==> config.mk <==
export PLATFORM = sky130hd
export DESIGN_NAME = lr_job_scheduler
export DESIGN_NICKNAME = d
export VERILOG_FILES = /design/src/rtl/lr_job_scheduler.sv
export SDC_FILE = /design/constraint.sdc
export NUM_CORES = 1
export LEC_CHECK = 0
export BUFFER_PORTS_ARGS = -buffer_cell sky130_fd_sc_hd__buf_2
export CAP_MARGIN = 25
export CORE_MARGIN = 3
export CORE_UTILIZATION = 39
export CTS_CLUSTER_SIZE = 12
export DETAILED_ROUTE_END_ITERATION = 6
export PLACE_DENSITY = 0.69
export SLEW_MARGIN = 0
export SYNTH_ARGS = -nofsm -noshare
export SYNTH_HDL_FRONTEND = slang
export SYNTH_SLANG_ARGS = --single-unit
==> constraint.sdc <==
create_clock -name clk -period 1.4 [get_ports clk]
set_input_delay 0.35 -clock clk [delete_from_list [all_inputs] [get_ports clk]]
set_output_delay 0.35 -clock clk [all_outputs]
set_load 0.01 [all_outputs]
==> src/rtl/lr_job_scheduler.sv <==
// Round-robin scheduler sharing one linear-regressor core among NREQ requesters.
// Optional watchdog abort when LR_SCHED_TIMEOUT_EN is defined.
module lr_job_scheduler #(
  parameter int NREQ        = 4,
  parameter int ERR_W       = 20,
  parameter int TIMEOUT_CYC = 4096
) (
  input  logic                    clk,
  input  logic                    rst,
  input  logic [NREQ-1:0]         req,
  output logic [NREQ-1:0]         done,
  output logic [NREQ-1:0]         timeout,
  output logic                    busy,
  output logic [$clog2(NREQ)-1:0] gnt_id,
  output logic                    core_start,
  input  logic                    core_ready,
  input  logic [ERR_W-1:0]        core_err,
  output logic                    core_rst,
  output logic [ERR_W-1:0]        err_out,
  output logic                    err_valid,
  output logic [$clog2(NREQ)-1:0] err_id
);

  localparam int IDW = $clog2(NREQ);

  typedef enum logic [2:0] {S_IDLE, S_START, S_ACK, S_RUN, S_DONE} state_t;

  state_t            r_state;
  logic [IDW-1:0]    r_last;
  logic [IDW-1:0]    r_gnt;
  logic              r_busy;
  logic              r_start;
  logic [NREQ-1:0]   r_done;
  logic [ERR_W-1:0]  r_err;
  logic              r_err_valid;
  logic [IDW-1:0]    r_err_id;

  logic              w_any;
  logic [IDW-1:0]    w_pick;
  logic [IDW-1:0]    w_cand;

  // Search upward from last+1 with wrap; the just-served index is naturally last.
  always_comb begin
    w_any  = 1'b0;
    w_pick = '0;
    w_cand = '0;
    for (int i = 1; i <= NREQ; i++) begin
      w_cand = IDW'((int'(r_last) + i) % NREQ);
      if (!w_any && req[w_cand]) begin
        w_any  = 1'b1;
        w_pick = w_cand;
      end
    end
  end

`ifdef LR_SCHED_TIMEOUT_EN
  localparam int WD_W = $clog2(TIMEOUT_CYC + 1);

  logic [WD_W-1:0]   r_wdog;
  logic              r_core_rst;
  logic [NREQ-1:0]   r_timeout;
  logic              w_wd_hit;
  logic              w_leaving;

  assign w_wd_hit  = (r_wdog == WD_W'(TIMEOUT_CYC - 1));
  assign w_leaving = ((r_state == S_ACK) && !core_ready) || ((r_state == S_RUN) && core_ready);
`endif

  always_ff @(posedge clk) begin
    if (rst) begin
      r_state     <= S_IDLE;
      r_last      <= IDW'(NREQ - 1);
      r_gnt       <= '0;
      r_busy      <= 1'b0;
      r_start     <= 1'b0;
      r_done      <= '0;
      r_err       <= '0;
      r_err_valid <= 1'b0;
      r_err_id    <= '0;
`ifdef LR_SCHED_TIMEOUT_EN
      r_wdog      <= '0;
      r_core_rst  <= 1'b0;
      r_timeout   <= '0;
`endif
    end else begin
      r_start <= 1'b0;
      r_done  <= '0;
`ifdef LR_SCHED_TIMEOUT_EN
      r_core_rst <= 1'b0;
      r_timeout  <= '0;
`endif
      case (r_state)
        S_IDLE: begin
          if (w_any) begin
            r_gnt   <= w_pick;
            r_busy  <= 1'b1;
            r_start <= 1'b1;
            r_state <= S_START;
          end
        end
        S_START: begin
          r_state <= S_ACK;
`ifdef LR_SCHED_TIMEOUT_EN
          r_wdog  <= '0;
`endif
        end
        // The ready-low edge is the first running cycle, so its sample is captured here.
        S_ACK: begin
          if (!core_ready) begin
            r_err       <= core_err;
            r_err_id    <= r_gnt;
            r_err_valid <= 1'b1;
            r_state     <= S_RUN;
          end
        end
        S_RUN: begin
          if (core_ready) begin
            r_err_valid   <= 1'b0;
            r_done[r_gnt] <= 1'b1;
            r_state       <= S_DONE;
          end else begin
            r_err       <= core_err;
            r_err_id    <= r_gnt;
            r_err_valid <= 1'b1;
          end
        end
        S_DONE: begin
          r_busy  <= 1'b0;
          r_last  <= r_gnt;
          r_state <= S_IDLE;
        end
        default: r_state <= S_IDLE;
      endcase
`ifdef LR_SCHED_TIMEOUT_EN
      // NOTE: these non-blocking writes come after the case, so on a watchdog hit
      // they take precedence over the normal ACK/RUN assignments made above.
      if ((r_state == S_ACK) || (r_state == S_RUN)) begin
        r_wdog <= r_wdog + 1'b1;
        if (w_wd_hit && !w_leaving) begin
          r_core_rst       <= 1'b1;
          r_timeout[r_gnt] <= 1'b1;
          r_done[r_gnt]    <= 1'b1;
          r_err_valid      <= 1'b0;
          r_state          <= S_DONE;
        end
      end
`endif
    end
  end

  assign done       = r_done;
  assign busy       = r_busy;
  assign gnt_id     = r_gnt;
  assign core_start = r_start;
  assign err_out    = r_err;
  assign err_valid  = r_err_valid;
  assign err_id     = r_err_id;

`ifdef LR_SCHED_TIMEOUT_EN
  assign timeout  = r_timeout;
  assign core_rst = r_core_rst;
`else
  logic w_unused_cfg;
  assign w_unused_cfg = (TIMEOUT_CYC > 0);
  assign timeout  = '0;
  assign core_rst = 1'b0;
`endif

endmodule

* After elaboration in Yosys (flattened, before gate mapping)
Cells that the tools add are included.
** Storage, ports and cells
- Flip-flop bits (word level) :: 36
- Output and inout port bits :: 36
** Cells by class
- $add $sub $neg :: 4
- Order comparisons :: 6
- Equality and inequality tests :: 7
- Multiplexer cells :: 28
- Bitwise gates (word level) :: 3
- Reductions and logical operators :: 18
** Operators by type and width (count)
- < comparator 2 x 3 -> 1 bit (second input constant) :: 5
- two-way mux 1 bit :: 13
- one-hot mux 3 bit (4 select lines) :: 1
- two-way mux 3 bit :: 3
- binary-select mux 1 bit (select 2 bit) :: 4
- two-way mux 2 bit :: 4
- AND reduction 2 bit :: 4
- == test 3 x 2 -> 1 bit (second input constant) :: 2
- inequality test 2 bit (second input constant) :: 3
- adder 2 x 1 -> 2 bit (second input constant) :: 2
- adder 2 bit (second input constant) :: 2
- logical AND 1 bit :: 4
- one-hot mux 1 bit (2 select lines) :: 2
- nonzero test 2 bit :: 2
- OR reduction 2 bit :: 2
- == test 3 x 1 -> 1 bit (second input constant) :: 1
- == test 3 bit (second input constant) :: 1
- logical NOT 1 bit :: 3
- logical NOT 3 bit :: 1
- NOT 1 bit :: 3
- AND reduction 3 bit :: 1
- OR reduction 3 bit :: 1
- demux 1 bit (select 2 bit) :: 1
- greater-or-equal comparator 2 x 1 -> 1 bit (second input constant) :: 1

* Depth between registers and ports, before layout
- Depth in word-level cells :: 15
- Depth in mapped cells :: 6

* Worst setup path before layout
No wires, ideal clock.
- Kind :: reg2reg
- From :: register r_state[2]
- To :: register r_err[10] (netlist: err_out[10])
- Library setup time :: 132 ps
- Arrival :: 1048 ps
- Required time :: 1268 ps
- Setup slack :: 220 ps
- Stages on the path, launching flop included :: 7
- Clock period less this slack :: 1180 ps
- Cell sequence :: dfxtp_1 > nand2b_4 > or2_1 > buf_2 > buf_6 > nand2_1 > a21oi_1
** On the way
- Word-level cells in the longest chain between the ends :: 3
** Ends and longest elaborated chain
- from (decl) :: line 28 : state_t r_state;
- from (signal assigned) :: line 71 : r_state <= S_IDLE;
- from (signal assigned) :: line 98 : r_state <= S_START;
- from (signal assigned) :: line 102 : r_state <= S_ACK;
- == test 3 x 2 -> 1 bit :: line 92 : case (r_state)
- OR reduction 2 bit (no line) (*)
- AND reduction 2 bit (no line) (*)
- to (signal assigned) :: line 110 : r_err <= core_err;
- to (signal assigned) :: line 122 : r_err <= core_err;
- to (decl) :: line 34 : logic [ERR_W-1:0] r_err;
Every way passes the cells marked *; elsewhere a longest branch is shown, timed or not.
A chain may end at the register's enable or synchronous reset.

* Final worst setup path
- From :: register r_state[1]
- To :: register r_gnt[0] (netlist: gnt_id[0])
** On the way
- Word-level cells in the longest chain between the ends :: 2
** Ends and longest elaborated chain
- logical NOT 3 bit :: line 92
- AND reduction 2 bit (no line)
- to (signal assigned) :: line 95 : r_gnt <= w_pick;
- to (decl) :: line 30 : logic [IDW-1:0] r_gnt;
No other way between the ends.

==> results.md <==
- The synthesized design contains 0 enable-type register cells.
- The total of hold buffers inserted after clock tree synthesis is 0.
- The initial core utilization is 42.58%.
- Entering global routing, the biggest net connects 33 pins.
- Summed over all layers, the global routing overflow is 0.
- The die extent in x is approximately 65 um.
- Based on the critical path, the design can be clocked at up to a little under 800 MHz.
- Clock tree synthesis inserted a total of 5 buffers.
- After clock tree synthesis, the repair step resized 0 gates.
- After detailed routing, the number of remaining DRC violations is 0.
- Along the worst path, the maximum fanout reaches 5.
- The maximum single-stage delay on the critical path is ~0.37 ns.
- The number of antenna diodes is 0.
- The buffer count from post-CTS setup fixing is 0.
- The required time at the endpoint of the critical path is ~1.6 ns.
- 63 I/O pins were placed.
- The die area is 4243 um2.
- The core region area is roughly 3200 um2.
- The average wire per cell in the routed design is roughly 11 um.
- After floorplanning, the core was divided into 20 placement rows.
- The area growth from synthesis to final layout is 30.73%.
- The cell family contributing the most delay on the critical path is compound AO/OA/AOI/OAI gates.
- The min-delay analysis places its worst path in the category primary input to flip-flop.
- The analysis attributes to cell leakage a power of between 0.8 and 0.9 nW.
- The detailed-routing iteration count for the pre-antenna-repair pass is 4.
- The average cell area after synthesis is between 8 and 9 um2.
- During synthesis, Yosys emitted a total of 0 warnings.
- After routing, the total negative slack on setup checks comes to 0 ns.
- The post-layout minimum cycle time is ~1.3 ns.
- The flow ran to the end, and the final reports show no timing, DRC or antenna violations.
- After technology mapping, the gate count stands at about 160.
- Global routing consumed, over all layers together, between 10 and 15% of the routing resources.
- The sort of element at the start of the critical path is a flip-flop.
- For the worst setup path, the data arrival time is around 1.5 ns.
- The least setup slack across all paths after layout is ~0.12 ns.
- The count of buffers inserted at the top-level ports is between 50 and 60.
- Dividing total power by cell area gives a power density of between 1000 and 1500 nW/um2.
- VDD sags by at most a little over 1 mV.
- The number of levels the H-tree was split into is 2.
- The fraction of registers with async set/reset is 0%.
- Counting every sink on the clock net gives 36.
- Leaving out fill and tap cells, the most frequent cells in the layout are buf_2, nand2_1, dfxtp_1.
- The clock tree from TritonCTS is yes.
- The first global-routing pass estimated between 4000 and 5000 um of wire.
- In the routed layout, each cell is associated on average with a via count of about 4.6.
- The routed layout has ~1200 vias.
- The sequential cell area fraction in the yosys report is 52.84%.
- Once detailed placement completed, the half-perimeter wirelength came to 2133 um.
- At the end of the flow the core is filled with cells to a little under three fifths.
- The initial antenna violation count is 0.
- The worst clock skew is between 0.006 and 0.007 ns.
- The congestion estimate from routability-driven global placement came to 0.8588.
- The completed layout was analyzed and its total power is ~2.1 mW.
- The aggregate routed wire length is ~2900 um.
- No sink is reached through more buffers than the 2 on the longest clock path.
- The tree is rooted in a clkbuf_4.
- For this run, the leading register cell type out of synthesis is dfxtp_1.
- The final-report max-slew violation count came to 0.
- The clock transition at the registers of the reported paths is roughly 0.1 ns.
- The number of buffers and inverters on the critical path is 1.
- The type of the worst setup path is flip-flop to flip-flop.
- The final critical path takes up between 90% and 100% of the cycle.
- The number of hold violations in the final report came to 0.
- After the first detailed-routing iteration, the DRC count stood at between 90 and 100.
- In this run the vertical extent of the chip is 65.14 um.
- The via count of the first global-routing pass is roughly 1200.
- The layout cell share with drive strength beyond 1 is between 30 and 40%.
- The number of unique standard cell types used by synthesis is 26.
- The final count of negative-setup-slack endpoints is 0.
- STA classifies the critical path endpoint as a flip-flop.
- The detail route stage leaves a number of antenna-violating nets equal to 0.
- Setup repair after global routing left no endpoint under its margin.
- At the later pin of the worst-skew pair, clock insertion delay measures approximately 0.32 ns.
- The net count of the finished layout is 249.
- The post-placement setup slack is 0.1093 ns.
- The netlist area before placement is approximately 1400 um2.
- On the critical path, the stage with the largest delay is an instance of dfxtp_1.
- The tool flagged a number of max-cap violations equal to 0.
- The library cell used most frequently in the layout, excluding fill and tap cells, is buf_2.
- The critical path goes through nor3_1 > o41ai_2 > buf_4 > a221oi_1.
- The flop and latch count out of synthesis is 36.
==> metal layers <==
| layer | GRT usage [%] | share of wire (%) | up-vias |
|---|---|---|---|
| met2 | 24.14 | 46 | 50 |
| li1 | - | - | 651 |
| met4 | 4.663 | 1.3 | 0 |
| met5 | 0 | 0 | - |
| met3 | 4.615 | 8.3 | 6 |
| met1 | 17.86 | 44 | 527 |
==> cell type report <==
class,count,area (um2)
Sequential cell,36,723.2
Multi-Input combinational cell,114,556.8
Timing Repair Buffer,62,360.3
Clock inverter,2,35.03
Tap cell,44,55.05
Fill cell,315,1420
Inverter,3,11.26
Clock buffer,6,41.29
==> through the flow <==
step                      instances  hold slack, ns  cell area (um2)
after global placement          259          0.4399             1704
after floorplan                 167          0.4670             1379
after detailed placement        259          0.4457             1704
final                           267          0.2470             1783
after global routing            267          0.2380             1783
after CTS                       267          0.2392             1780
==> synth_stat cells (2+ instances only) <==
master    instances  share of area, %
nor2_1            7               1.9
dfxtp_1          36                53
a21oi_1          27               9.9
o211ai_1          2               1.1
buf_2             3               1.1
a211o_1           2               1.3
nor3_1            3               1.1
buf_6             2               1.7
nand2_1          48                13
o21ai_0           3               1.1
nand2b_1          3               1.4
inv_1             3              0.83
buf_4             5               2.8
and3_1            4               1.8
clkbuf_1          4               1.1
==> worst paths after layout <==
kind                            from                  endpoint  slack [ns]  cells past startpoint
max          r_state[1]$_SDFFE_PP0P_    gnt_id[0]$_SDFFE_PP0P_        0.12                      4
min                     core_err[19]  err_out[19]$_SDFFE_PP0P_        0.25                      3
max reg2reg  r_state[1]$_SDFFE_PP0P_    gnt_id[0]$_SDFFE_PP0P_        0.12                      4
min reg2reg   err_id[1]$_SDFFE_PP0P_    err_id[1]$_SDFFE_PP0P_        0.46                      2
==> worst min-delay path, cell delays in order <==
cell and delay [ns]:
buf_2 0.09, nand2_1 0.04, a21oi_1 0.05
==> logic make-up (layout without fill, tap and decap cells) <==
group	after synthesis	in the layout	synth area share, %
buffers and inverters	17	73	7.431
DFF	36	36	52.84
AOI/OAI and AO/OA	38	38	16.42
and+or+nand+nor	71	71	23.03
other	1	5	0.2750
==> sequential cells by signal, indices dropped and copies added (netlist names) <==
register	flops
busy	1
core_start	1
done	4
err_id	2
err_out	20
err_valid	1
gnt_id	2
r_last	2
r_state	3
==> power breakdown <==
part | switching [mW] | internal (mW) | total, mW
Clock | 0.320 | 0.374 | 0.694
Combinational | 0.171 | 0.145 | 0.317
Sequential | 0.0411 | 1.08 | 1.12
(Power assumes the default switching activity.)
